[src/rtl/drive_sequencer_if.sv]
// rtl/drive_sequencer_if.sv - drive command valid/ready handshake bundle
interface drive_sequencer_if;
    logic [2:0] cmd;
    logic       cmd_valid;
    logic       cmd_ready;

    modport master (output cmd, output cmd_valid, input cmd_ready);
    modport slave  (input cmd, input cmd_valid, output cmd_ready);
endinterface

[src/rtl/drive_sequencer.sv]
// rtl/drive_sequencer.sv - maps drive commands to ramped wheel duties with dwell and estop
module drive_sequencer #(
    parameter int CLK_DIV   = 500,
    parameter int RAMP_STEP = 8,
    parameter int FAST_DUTY = 200,
    parameter int SLOW_DUTY = 100,
    parameter int MIN_DWELL = 25
) (
    input  logic               clk,
    input  logic               reset,
    drive_sequencer_if.slave   cmd_if,
    input  logic               estop,
    output logic [7:0]         left_duty,
    output logic [7:0]         right_duty,
    output logic [2:0]         active_cmd,
    output logic               ramping
);
    localparam int TW = (CLK_DIV > 1) ? $clog2(CLK_DIV) : 1;
    localparam int DW = (MIN_DWELL > 0) ? $clog2(MIN_DWELL + 1) : 1;

    typedef enum logic [1:0] {IDLE, HOLD, BRAKE} state_t;

    state_t          state_q, state_d;
    logic [TW-1:0]   tick_cnt_q, tick_cnt_d;
    logic [DW-1:0]   dwell_q, dwell_d;
    logic [2:0]      active_q, active_d;
    logic [7:0]      ltgt_q, ltgt_d, rtgt_q, rtgt_d;
    logic [7:0]      lduty_q, lduty_d, rduty_q, rduty_d;
    logic            ramping_q, ramping_d;
    logic            tick, is_stop, ready, xfer;
    logic [15:0]     table_tgt;

    // One ramp step toward tgt; 9-bit math so the step can never wrap or overshoot.
    function automatic logic [7:0] ramp_to(input logic [7:0] cur, input logic [7:0] tgt);
        logic [8:0] diff;
        logic [8:0] stepv;
        diff  = (tgt >= cur) ? ({1'b0, tgt} - {1'b0, cur}) : ({1'b0, cur} - {1'b0, tgt});
        stepv = (diff > 9'(RAMP_STEP)) ? 9'(RAMP_STEP) : diff;
        return (tgt >= cur) ? 8'({1'b0, cur} + stepv) : 8'({1'b0, cur} - stepv);
    endfunction

    always_comb begin
        case (cmd_if.cmd)
            3'd1:    table_tgt = {8'd0, 8'(FAST_DUTY)};
            3'd2:    table_tgt = {8'(SLOW_DUTY), 8'(FAST_DUTY)};
            3'd3:    table_tgt = {8'(FAST_DUTY), 8'(FAST_DUTY)};
            3'd4:    table_tgt = {8'(FAST_DUTY), 8'(SLOW_DUTY)};
            3'd5:    table_tgt = {8'(FAST_DUTY), 8'd0};
            default: table_tgt = 16'd0;
        endcase
    end

    assign tick    = (tick_cnt_q == TW'(CLK_DIV - 1));
    assign is_stop = (cmd_if.cmd == 3'd0) || (cmd_if.cmd > 3'd5);

    always_comb begin
        ready = 1'b0;
        case (state_q)
            IDLE:    ready = 1'b1;
            HOLD:    ready = (dwell_q == '0) || is_stop;
            default: ready = 1'b0;
        endcase
        if (reset) ready = 1'b0;
    end

    assign cmd_if.cmd_ready = ready;
    assign xfer             = cmd_if.cmd_valid && ready;

    always_comb begin
        tick_cnt_d = tick ? '0 : tick_cnt_q + 1'b1;
        state_d    = state_q;
        dwell_d    = dwell_q;
        active_d   = active_q;
        ltgt_d     = ltgt_q;
        rtgt_d     = rtgt_q;
        lduty_d    = lduty_q;
        rduty_d    = rduty_q;
        if (estop) begin
            state_d  = BRAKE;
            dwell_d  = '0;
            active_d = 3'd0;
            ltgt_d   = 8'd0;
            rtgt_d   = 8'd0;
            lduty_d  = 8'd0;
            rduty_d  = 8'd0;
        end else if (state_q == BRAKE) begin
            state_d = IDLE;
        end else begin
            // The tick uses the old targets; a same-edge transfer only takes effect next tick.
            if (tick) begin
                lduty_d = ramp_to(lduty_q, ltgt_q);
                rduty_d = ramp_to(rduty_q, rtgt_q);
                if (state_q == HOLD && dwell_q != '0) dwell_d = dwell_q - 1'b1;
            end
            if (xfer) begin
                if (is_stop) begin
                    state_d  = IDLE;
                    active_d = 3'd0;
                    ltgt_d   = 8'd0;
                    rtgt_d   = 8'd0;
                end else begin
                    state_d  = HOLD;
                    dwell_d  = DW'(MIN_DWELL);
                    active_d = cmd_if.cmd;
                    ltgt_d   = table_tgt[15:8];
                    rtgt_d   = table_tgt[7:0];
                end
            end
        end
        ramping_d = (lduty_d != ltgt_d) || (rduty_d != rtgt_d);
    end

    always_ff @(posedge clk or posedge reset) begin
        if (reset) begin
            state_q    <= IDLE;
            tick_cnt_q <= '0;
            dwell_q    <= '0;
            active_q   <= 3'd0;
            ltgt_q     <= 8'd0;
            rtgt_q     <= 8'd0;
            lduty_q    <= 8'd0;
            rduty_q    <= 8'd0;
            ramping_q  <= 1'b0;
        end else begin
            state_q    <= state_d;
            tick_cnt_q <= tick_cnt_d;
            dwell_q    <= dwell_d;
            active_q   <= active_d;
            ltgt_q     <= ltgt_d;
            rtgt_q     <= rtgt_d;
            lduty_q    <= lduty_d;
            rduty_q    <= rduty_d;
            ramping_q  <= ramping_d;
        end
    end

    assign left_duty  = lduty_q;
    assign right_duty = rduty_q;
    assign active_cmd = active_q;
    assign ramping    = ramping_q;
endmodule

[src/flat_wrapper.sv]
// flat-port wrapper written by rule: the top's interface ports become plain ports
module drive_sequencer_flat 
#(
    parameter int CLK_DIV   = 500,
    parameter int RAMP_STEP = 8,
    parameter int FAST_DUTY = 200,
    parameter int SLOW_DUTY = 100,
    parameter int MIN_DWELL = 25
)
  (clk, reset, estop, left_duty, right_duty, active_cmd, ramping, cmd_if_cmd, cmd_if_cmd_valid, cmd_if_cmd_ready);
  drive_sequencer_if cmd_if_i ();
  input  logic clk;
  input  logic reset;
  input  logic estop;
  output logic [7:0] left_duty;
  output logic [7:0] right_duty;
  output logic [2:0] active_cmd;
  output logic ramping;
  input wire logic [$bits(cmd_if_i.cmd)-1:0] cmd_if_cmd;
  input wire logic [$bits(cmd_if_i.cmd_valid)-1:0] cmd_if_cmd_valid;
  output wire logic [$bits(cmd_if_i.cmd_ready)-1:0] cmd_if_cmd_ready;
  assign cmd_if_i.cmd = cmd_if_cmd;
  assign cmd_if_i.cmd_valid = cmd_if_cmd_valid;
  assign cmd_if_cmd_ready = cmd_if_i.cmd_ready;
  drive_sequencer #(.CLK_DIV(CLK_DIV), .RAMP_STEP(RAMP_STEP), .FAST_DUTY(FAST_DUTY), .SLOW_DUTY(SLOW_DUTY), .MIN_DWELL(MIN_DWELL)) u_core (.clk(clk), .reset(reset), .cmd_if(cmd_if_i), .estop(estop), .left_duty(left_duty), .right_duty(right_duty), .active_cmd(active_cmd), .ramping(ramping));
endmodule
[config.mk]
export PLATFORM = sky130hd
export DESIGN_NAME = drive_sequencer_flat
export DESIGN_NICKNAME = d
export VERILOG_FILES = /design/src/rtl/drive_sequencer_if.sv /design/src/rtl/drive_sequencer.sv /design/src/flat_wrapper.sv
export SDC_FILE = /design/constraint.sdc
export NUM_CORES = 1
export LEC_CHECK = 0
export BUFFER_PORTS_ARGS = -buffer_cell sky130_fd_sc_hd__buf_2
export CORE_MARGIN = 2
export CORE_UTILIZATION = 40
export CTS_CLUSTER_SIZE = 8
export DETAILED_ROUTE_END_ITERATION = 12
export PLACE_DENSITY = 0.53
export SYNTH_ARGS = -nofsm -noshare
export SYNTH_HDL_FRONTEND = slang
export SYNTH_SLANG_ARGS = --single-unit
[constraint.sdc]
create_clock -name clk -period 15.2 [get_ports clk]
set_clock_uncertainty 0.15 [all_clocks]
set_input_delay 0 -clock clk [delete_from_list [all_inputs] [get_ports clk]]
set_output_delay 0 -clock clk [all_outputs]
set_load 0.005 [all_outputs]
==> impl_metrics.csv, run 1 <==
group,metric,value,unit
status,status,"completed",
floorplan,rows,40,
worst_setup_path,critPathMaxFanout,13,
timing,timing.final.crit_share,41.7,%
place,portBuffers,27,
synth,ys_seq_elements,52,
clock_network,htreeDepth,2,
synth,yosys_warnings,0,
global_route,gr-total-overflow,0,
route,wl_per_cell,16.2,um
clock_network,cts_tree,"yes",
job,cap_viol_max_count,0,
worst_setup_path,endpoint_kind,"flop",
pwr,peakVddDrop,0.0000502,V
floorplan,dieArea,13500,um^2
route,dr_total_vias,4515,
synth,seq_area_frac_synth,25.9,%
timing,relSlewSlack,45.3,%
timing,timing.final.hold_violations,0,
timing,worst-slew-pin-transition,820,ps
worst_setup_path,arrival,6360,ps
clock_network,clk_path_buf_depth,2,
global_route,antenna_found_initial,0,
timing,setup_tns,0,ps
clock_network,cts_resized,0,
global_route,grt_first_pass_wirelength,21700,um
worst_setup_path,cp.required,15220,ps
synth,syn-cell-area,5030,um^2
clock_network,cts_root_buf,"clkbuf_16",
route,drt_drc_violations_left,0,
route,dr.pass1.iters,5,
synth,synth_cell_types,72,
pwr,p_leak,0.00241,uW
floorplan,core_area,12200,um^2
cells_and_area,area_growth,8.08,%
global_route,grtUsageTotal,20.1,%
synth,synth-async-reset-ratio,100,%
hold_path,hp-class,"input port to flop",
floorplan,initial_core_util,41.4,%
route,drt-initial-drc-count,368,
synth,synth_ff_type,"dfrtp_1",
place,hpwl,10000,um
clock_network,clock_latency,290,ps
cells_and_area,drive_gt1_share,9.09,%
synth,synth_fp_nets,684,
clock_network,cts-buffers-inserted,5,
cells_and_area,nets,700,
pwr,p_per_area,69.7,nW/um^2
synth,syn-mean-instance-area,8.10,um^2
cells_and_area,nFillCells,1241,
timing,setup_violations,0,
floorplan,die_y,116,um
timing,rsz0062_at_grt,"no",
place,dp_slack,8890,ps
global_route,grt_pass1_vias,4247,
synth,synth_edf_count,0,
clock_network,clock-sinks,52,
timing,finalCriticalPeriod,6340,ps
cells_and_area,n_antenna_cell,0,
timing,setup_ws,8860,ps
place,routabilityCongestion,0.903,
route,drt-total-wl,13000,um
route,viasPerCell,5.60,
worst_setup_path,path_class,"flop to flop",
timing,maxSlewViolCount,0,
clock_network,cts-hold-fix-buffers,3,
route,postRouteAntennaNets,0,
timing,fmax,0.158,GHz
global_route,grt_start_max_net_pins,53,
floorplan,dieWidth,116,um
clock_network,cts_setup_buffers,0,
synth,syn_inst,621,
floorplan,io_pins,28,
clock_network,clk_pin_slew,70,ps
worst_setup_path,start_kind,"flop",
routing by layer:
metal	global-route usage [%]	routed length (um)
met3	3.37	674
met1	30.6	6580
met5	0	0
met2	30.4	5660
met4	3.73	119
cell usage after synthesis (3+ instances only):
library cell,n,area [um^2]
o31ai_1,3,22.5
inv_1,53,199
a31oi_1,9,56.3
and3_1,6,37.5
nand3b_1,5,37.5
and2_1,3,18.8
nand2b_1,8,50.1
clkbuf_1,7,26.3
o21ai_1,5,25.0
buf_2,10,50.1
nor2_2,3,18.8
a21oi_1,57,285
o211ai_1,3,22.5
nor2_1,44,165
xnor2_1,25,219
o21bai_1,3,22.5
fa_1,6,120
o21ai_0,33,165
nand4_1,8,50.1
or2_2,4,25.0
nor3_1,15,75.1
xor2_1,15,131
a211oi_1,11,82.6
nor4_1,6,37.5
nand3_1,22,110
o21a_1,6,45.0
or3_1,7,43.8
mux2i_1,8,80.1
ha_1,50,626
nand2_1,58,218
a21o_1,12,90.1
nor2b_1,13,81.3
dfrtp_1,52,1300
and4_1,4,35.0
registers in the layout (all words and copies together) (netlist names):
register / flops
u_core.rtgt_q: 8
u_core.ramping: 1
u_core.tick_cnt_q: 9
u_core.active_cmd: 3
u_core.state_q: 2
u_core.ltgt_q: 8
u_core.left_duty: 8
u_core.right_duty: 8
u_core.dwell_q: 5
worst max-delay path, cell delays in order, from the launching register on:
cell and delay (ps):
dfrtp_1 460, inv_1 70, ha_1 550, and4_1 350, o21ai_1 120, o21bai_2 480
mux2i_1 280, nand4_1 210, inv_1 100, o21ai_1 110, or2_2 310, ha_1 290
nand2_1 60, o21ai_0 120, ha_1 300, a21o_1 180, a21oi_1 210, o21ai_0 180
o41ai_1 550, or2_2 220, a21oi_1 60, a211oi_2 270, xnor2_1 200, mux2i_1 270
nand3_1 100
final cells by class:
class	instances	area [um^2]	area share, %
clock buffers	5	125	2.30
clock inverters	3	22.5	0.414
inverters	53	199	3.66
multi-input cells	493	3400	62.5
flip-flops and latches	52	1300	23.9
well taps	168	210	3.86
repair buffers	32	180	3.31
where the power goes:
group	switching [uW]	internal, uW
registers	3.19	141
clock network	54.8	61.8
logic	73.0	44.7
per-stage QoR:
step	hold slack (ps)	cell area [um^2]	std cells	utilization [%]	power, uW
after floorplan	-71.9	5030	621	-	239
after global placement	84.4	5260	795	43.3	265
after detailed placement	94.1	5260	795	43.3	263
after CTS	1.92	5440	806	44.7	382
after global routing	44.3	5440	806	44.7	403
final	9.18	5440	806	44.7	379
path summary, 6_finish.rpt:
path | from | endpoint | slack [ps] | depth (start not counted)
setup / recovery | u_core.left_duty[4]$_DFF_PP0_ | u_core.ramping$_DFF_PP0_ | 8860 | 24
hold / removal | cmd_if_cmd[2] | u_core.rtgt_q[3]$_DFF_PP0_ | 9 | 3
setup reg to reg | u_core.left_duty[4]$_DFF_PP0_ | u_core.ramping$_DFF_PP0_ | 8860 | 24
hold reg to reg | u_core.tick_cnt_q[7]$_DFF_PP0_ | u_core.tick_cnt_q[7]$_DFF_PP0_ | 360 | 1
max in group asynchronous | reset | u_core.right_duty[2]$_DFF_PP0_ | 14140 | 4
min in group asynchronous | reset | u_core.state_q[1]$_DFFE_PP0P_ | 290 | 4
cell usage in the layout, fill, tap and decap left out, types with 8 or more instances in the layout:
cell       n
buf_2     27
ha_1      50
a21oi_1   57
nand3_1   22
nand2_1   58
nor2b_1   13
mux2i_1    8
a211oi_1  11
inv_1     52
nor3_1    15
a31oi_1    9
xor2_1    15
nor2_1    44
dfrtp_1   52
o21ai_0   33
a21o_1    12
xnor2_1   25
nand2b_1   8
nand4_1    8
kinds of logic (layout without fill, tap and decap cells):
kind of cell | Yosys count | count (layout) | share of synthesized area (%)
adder cells (fa/ha/maj) | 56 | 56 | 14.8
AO/OA/AOI/OAI | 174 | 174 | 22.5
AND/OR/NAND/NOR | 214 | 214 | 21.5
XOR/XNOR | 40 | 40 | 6.96
flip-flops | 52 | 52 | 25.9
multiplexers | 9 | 9 | 1.82
buffers and inverters | 76 | 93 | 6.56
No activity file was read; power rests on OpenSTA's default activity.
==> run 2: changes to the inputs <==
==> constraint.sdc (replaced) <==
create_clock -name clk -period 5.9 [get_ports clk]
set_clock_uncertainty 0.15 [all_clocks]
set_input_delay 0 -clock clk [delete_from_list [all_inputs] [get_ports clk]]
set_output_delay 0 -clock clk [all_outputs]
set_load 0.005 [all_outputs]
==> run 2 against run 1 <==
Effect of this change:
- sequential power rose to 2.6 times the previous value
- largest cell class unchanged
- clock-buffer cell count up 1
- combinational power rose to 3.3 times the previous value
- flip-flop and latch count unchanged
- critical path depth down 1
- worst setup slack worse by 8600 ps
- global-route usage up 1.6 points
- register-to-register slack worse by 8600 ps
- utilization up 4.6 points
- cell count up 6.0%
- clock power rose to 2.9 times the previous value
==> impl_metrics.csv, run 2 (synthesis results as in run 1) <==
group,metric,value,unit
clock_network,clock_latency,300,ps
cells_and_area,fin_area,6000,um^2
cells_and_area,final_common_cell,"nand2_1",
floorplan,dieArea,13500,um^2
timing,setup_ws,254,ps
route,viasPerCell,5.41,
place,hpwl,10600,um
timing,relSlewSlack,43.1,%
route,dr_total_vias,4620,
global_route,grtUsageTotal,21.7,%
place,dp_slack,-58.4,ps
global_route,gr-total-overflow,0,
pwr,p_total,1100,uW
hold_path,hp-class,"input port to flop",
floorplan,core_area,12200,um^2
clock_network,cts_tree,"yes",
clock_network,clock-sinks,52,
global_route,grt_first_pass_wirelength,22900,um
place,placed_cell_area,5540,um^2
timing,setup_violations,0,
pwr,intPower,729,uW
floorplan,dieWidth,116,um
cells_and_area,nets,748,
pwr,combPwrFrac,35.4,%
pwr,seqPwrFrac,33.8,%
clock_network,clk_path_buf_depth,2,
cells_and_area,area_growth,19.2,%
floorplan,initial_core_util,41.4,%
floorplan,die_y,116,um
floorplan,rows,40,
place,routabilityCongestion,0.918,
cells_and_area,drive_gt1_share,20.6,%
route,postRouteAntennaNets,0,
cells_and_area,final_cell_mix,"nand2_1, inv_1, a21oi_1, buf_4, dfrtp_1",
clock_network,cts_root_buf,"clkbuf_16",
route,drt-total-wl,13900,um
cells_and_area,largest_register,"u_core.tick_cnt_q",
worst_setup_path,endpoint_kind,"flop",
pwr,clkPwrFrac,30.8,%
clock_network,htreeDepth,2,
route,drt-initial-drc-count,333,
worst_setup_path,cp.required,5930,ps
place,portBuffers,27,
status,status,"completed",
pwr,peakVddDrop,0.000159,V
cells_and_area,n_antenna_cell,0,
global_route,antenna_found_initial,0,
timing,timing.final.hold_violations,0,
pwr,switching_power,367,uW
floorplan,io_pins,28,
route,wl_per_cell,16.3,um
route,dr.pass1.iters,4,
clock_network,cts-buffers-inserted,5,
pwr,p_per_area,183,nW/um^2
timing,fmax,0.177,GHz
route,drt_drc_violations_left,0,
pwr,p_sw_share,33.5,%
timing,worst-slew-pin-transition,854,ps
clock_network,clk_pin_slew,70,ps
worst_setup_path,arrival,5680,ps
worst_setup_path,critPathMaxFanout,8,
global_route,grt_start_max_net_pins,41,
timing,maxSlewViolCount,0,
job,cap_viol_max_count,0,
worst_setup_path,path_class,"flop to flop",
cells_and_area,nFillCells,1172,
pwr,p_leak,0.00268,uW
cells_and_area,largest_register_ffs,9,
timing,finalCriticalPeriod,5650,ps
global_route,grt_pass1_vias,4458,
worst_setup_path,start_kind,"flop",
timing,timing.final.crit_share,95.7,%
[run 2: changes by cell type in the layout (fill, tap and decap cells not counted), sizes merged]
cell         before  now
buf              29   76
bufinv            0    1
clkbuf            5    6
clkinv            2    0
dlygate4sd3       3    4
[run 2: layout make-up]
type	count	area (um^2)	share of cell area [%]
clock buffer	6	129	2.15
inverter	53	199	3.32
tap	168	210	3.50
clock inverter	2	38.8	0.647
sequential	52	1310	21.8
multi-input combinational	493	3570	59.6
timing repair buffer	80	543	9.05
[run 2: worst max-delay path, cell delays in order (launching register included)]
cell and delay [ps]:
dfrtp_1 430, ha_1 390, and3_1 230, a211o_1 290, a21oi_1 180, xnor2_1 110, or4_1 540, o21ai_1 120
o21ai_2 110, or2_2 290, ha_1 240, xor2_1 170, o22ai_1 180, ha_1 290, nor2b_2 170, o21ai_2 150
a21boi_2 80, or3_1 400, a21oi_4 220, xnor2_1 140, a32o_1 180, a22oi_1 120, nor4_2 260, nand3_1 100
[run 2: layer usage]
metal | wire length (um) | share of wire (%) | track usage [%]
met5 | 0 | 0 | 0
met4 | 149 | 1.1 | 4.52
met3 | 601 | 4.3 | 4.77
met2 | 6120 | 44 | 33.5
met1 | 7010 | 51 | 31.5
[run 2: final timing paths]
check	startpoint	to	slack (ps)	cells after the start
setup / recovery	u_core.ltgt_q[4]$_DFF_PP0_	u_core.ramping$_DFF_PP0_	250	23
hold / removal	cmd_if_cmd[2]	u_core.active_cmd[2]$_DFFE_PP0P_	30	5
setup reg to reg	u_core.ltgt_q[4]$_DFF_PP0_	u_core.ramping$_DFF_PP0_	250	23
hold reg to reg	u_core.tick_cnt_q[7]$_DFF_PP0_	u_core.tick_cnt_q[7]$_DFF_PP0_	340	1
max in group asynchronous	reset	u_core.rtgt_q[0]$_DFF_PP0_	4690	4
min in group asynchronous	reset	u_core.state_q[1]$_DFFE_PP0P_	70	3
[run 2: repair_timing]
item / CTS / global route
buffers inserted: 0 / 10
hold buffers: 4 / 0
pin swaps: 2 / 14
gates resized for setup: 7 / 42
endpoints found under the hold margin: 19 / 0
endpoints found under the setup margin: 1 / 3
[run 2: power groups by stage]
stage               Sequential, uW  Combinational [uW]  Clock, uW
floorplan                      378                 237          0
global placement               377                 325          0
detailed placement             377                 332          0
CTS                            370                 339        350
global route                   371                 428        363
finish                         370                 388        338
[run 2: stage by stage]
stage | utilization [%] | TNS, ps | cells | hold slack, ps
2_1_floorplan | - | 0 | 621 | -71.9
3_3_place_gp | 45.5 | -23.4 | 832 | -151
3_5_place_dp | 45.5 | -58.4 | 832 | -143
4_1_cts | 47.5 | 0 | 844 | 10.5
5_1_grt | 49.3 | -59.7 | 854 | 57.8
6_report | 49.3 | 0 | 854 | 26.8
==> run 3: changes to the inputs <==
--- a/config.mk
+++ b/config.mk
@@ -5,12 +5,14 @@
 export SDC_FILE = /design/constraint.sdc
 export NUM_CORES = 1
 export LEC_CHECK = 0
+export ABC_AREA = 1
 export BUFFER_PORTS_ARGS = -buffer_cell sky130_fd_sc_hd__buf_2
+export CAP_MARGIN = 20
 export CORE_MARGIN = 2
 export CORE_UTILIZATION = 40
 export CTS_CLUSTER_SIZE = 8
 export DETAILED_ROUTE_END_ITERATION = 12
-export PLACE_DENSITY = 0.53
+export PLACE_DENSITY = 0.55
 export SYNTH_ARGS = -nofsm -noshare
 export SYNTH_HDL_FRONTEND = slang
 export SYNTH_SLANG_ARGS = --single-unit
==> constraint.sdc (replaced) <==
create_clock -name clk -period 5 [get_ports clk]
set_clock_uncertainty 0.15 [all_clocks]
set_input_delay 0 -clock clk [delete_from_list [all_inputs] [get_ports clk]]
set_output_delay 0 -clock clk [all_outputs]
set_load 0.005 [all_outputs]
==> run 3 against run 2 <==
Effect of this change:
- clock-buffer cell count down 1
- worst hold slack better by 250 ps
- sequential power up 18%
- cell area down 0.86%
- critical path type unchanged
- largest power group is now registers
==> impl_metrics.csv, run 3 <==
group,metric,value,unit
pwr,p_per_area,195,nW/um^2
global_route,grtUsageTotal,19.7,%
synth,syn_inst,765,
floorplan,core_area,13100,um^2
global_route,grt.met3_usage,3.45,%
synth,synth_common_cells,"nand2_1, inv_1, nor2_1",
cells_and_area,drive_gt1_share,17.8,%
place,portBuffers,27,
job,cap_viol_max_count,0,
synth,yosysMostFrequentCell,"nand2_1",
worst_setup_path,cp.required,5040,ps
clock_network,cts_tree,"yes",
clock_network,clock_latency,310,ps
synth,syn-cell-area,5310,um^2
global_route,grt_start_max_net_pins,53,
timing,timing.final.hold_violations,0,
global_route,gr-total-overflow,0,
synth,synth_fp_nets,828,
pwr,p_leak,0.00332,uW
route,drt-initial-drc-count,349,
synth,syn-mean-instance-area,6.93,um^2
worst_setup_path,critPathMaxFanout,9,
place,placed_cell_area,5680,um^2
floorplan,io_pins,28,
global_route,grt_most_used_layer,"met2",
route,drt-total-wl,13500,um
synth,ys_seq_elements,52,
worst_setup_path,path_class,"flop to flop",
synth,synthTopCellsByArea,"dfrtp_1, nand2_1, ha_1, inv_1, nor2_1",
timing,setup_violations,0,
cells_and_area,largest_register_ffs,9,
status,status,"completed",
cells_and_area,final_common_cell,"nand2_1",
cells_and_area,area_growth,12.1,%
worst_setup_path,start_kind,"flop",
route,dr.pass1.iters,4,
pwr,peakVddDrop,0.000168,V
worst_setup_path,endpoint_kind,"flop",
global_route,grt_first_pass_wirelength,22500,um
synth,yosys_warnings,0,
timing,maxSlewViolCount,0,
synth,synth_edf_count,0,
timing,worst-slew-pin-transition,944,ps
synth,synth_ff_type,"dfrtp_1",
timing,relSlewSlack,37.0,%
place,routabilityCongestion,0.858,
synth,synth_cell_types,52,
timing,timing.final.crit_share,92.2,%
route,wl_per_cell,13.8,um
worst_setup_path,slowest_stage,"ha_1",
cells_and_area,n_antenna_cell,0,
worst_setup_path,arrival,4650,ps
synth,synth-async-reset-ratio,100,%
route,drt_drc_violations_left,0,
floorplan,die_y,119,um
timing,finalCriticalPeriod,4610,ps
cells_and_area,nFillCells,1340,
floorplan,dieWidth,119,um
global_route,grt_pass1_vias,4627,
floorplan,initial_core_util,40.5,%
global_route,met2_usage,31.1,%
cells_and_area,post-route-util,45.5,%
global_route,grt.met1_usage,28.5,%
clock_network,clk_path_buf_depth,2,
place,hpwl,10900,um
route,postRouteAntennaNets,0,
floorplan,dieArea,14200,um^2
cells_and_area,fin_cells,985,
cells_and_area,fin_area,5950,um^2
global_route,antenna_found_initial,0,
clock_network,cts_root_buf,"clkbuf_16",
worst_setup_path,crit_top_cell,"nand2_1",
route,viasPerCell,4.85,
route,dr_total_vias,4776,
clock_network,cts-buffers-inserted,5,
clock_network,clock-sinks,52,
timing,setup_tns,0,ps
synth,seq_area_frac_synth,24.5,%
synth,yosysTopAreaCell,"dfrtp_1",
floorplan,rows,42,
place,dp_cells,970,
clock_network,htreeDepth,2,
clock_network,cts_setup_buffers,0,
synth,synth_top_area_share,24.5,%
worst_setup_path,cpPeakStageDelay,400,ps
cells_and_area,nets,871,
cells_and_area,final_cell_mix,"nand2_1, inv_1, nor2_1",
hold_path,hp-class,"input port to async pin",
clock_network,clk_pin_slew,80,ps
timing,fmax,0.217,GHz
cells_and_area,largest_register,"u_core.tick_cnt_q",
-- run 3: final cells by class --
cell class	count	area (um^2)	area share [%]
clock buffers	5	125	2.10
clock inverters	3	28.8	0.484
inverters	153	579	9.74
multi-input cells	550	3400	57.1
flip-flops and latches	52	1300	21.9
well taps	176	220	3.70
repair buffers	46	295	4.96
-- run 3: worst paths after layout --
kind                       slack, ps  cells past startpoint                            from                              to
setup reg to reg                 390                     29  u_core.right_duty[4]$_DFF_PP0_        u_core.ramping$_DFF_PP0_
hold reg to reg                  310                      1  u_core.tick_cnt_q[0]$_DFF_PP0_  u_core.tick_cnt_q[0]$_DFF_PP0_
hold / removal                   280                      4                           reset  u_core.tick_cnt_q[1]$_DFF_PP0_
max in group asynchronous       3950                      4                           reset      u_core.rtgt_q[3]$_DFF_PP0_
setup / recovery                 390                     29  u_core.right_duty[4]$_DFF_PP0_        u_core.ramping$_DFF_PP0_
min in group clk                 310                      1  u_core.tick_cnt_q[0]$_DFF_PP0_  u_core.tick_cnt_q[0]$_DFF_PP0_
-- run 3: cell families (layout without fill, tap and decap cells) --
family	after synthesis	after routing	share of synthesized area, %
AOI/OAI and AO/OA	92	92	10.8
and+or+nand+nor	372	372	33.4
muxes	1	1	0.212
buffers and inverters	163	207	12.2
DFF	52	52	24.5
xor gates and xnor gates	29	29	4.79
adders and majority gates	56	56	14.1
-- run 3: layer usage --
layer	vias up	share of wire, %
met3	7	3.2
li1	2483	-
met4	0	0.79
met2	67	46
met1	2219	50
met5	-	0
-- run 3: critical path, delay by kind of cell, from the launching register on --
| family | cells | cell delay (ps) |
|---|---|---|
| xor gates and xnor gates | 2 | 290 |
| adders and majority gates | 3 | 900 |
| AOI/OAI and AO/OA | 4 | 670 |
| buffers and inverters | 2 | 150 |
| DFF | 1 | 380 |
| and+or+nand+nor | 18 | 1950 |
-- run 3: power by group --
group / total (uW) / switching, uW / leakage, uW / internal [uW]
clock network: 374 / 181 / 0.0000767 / 193
registers: 435 / 6.34 / 0.000703 / 428
logic: 352 / 234 / 0.00254 / 118
-- run 3: through the flow --
step / hold slack (ps) / setup slack (ps) / total power [uW]
finish: 279 / 390 / 1160
global route: 340 / -14.2 / 1230
CTS: 302 / 106 / 1170
detailed placement: 96.6 / 138 / 782
global placement: 92.2 / 226 / 779
floorplan: 33.2 / 721 / 711
-- run 3: timing repair --
| action | CTS | global route |
|---|---|---|
| endpoints found under the setup margin | 0 | 2 |
| hold endpoints to repair | 62 | 0 |
| hold buffers | 7 | 0 |
| gates resized for setup | 0 | 19 |
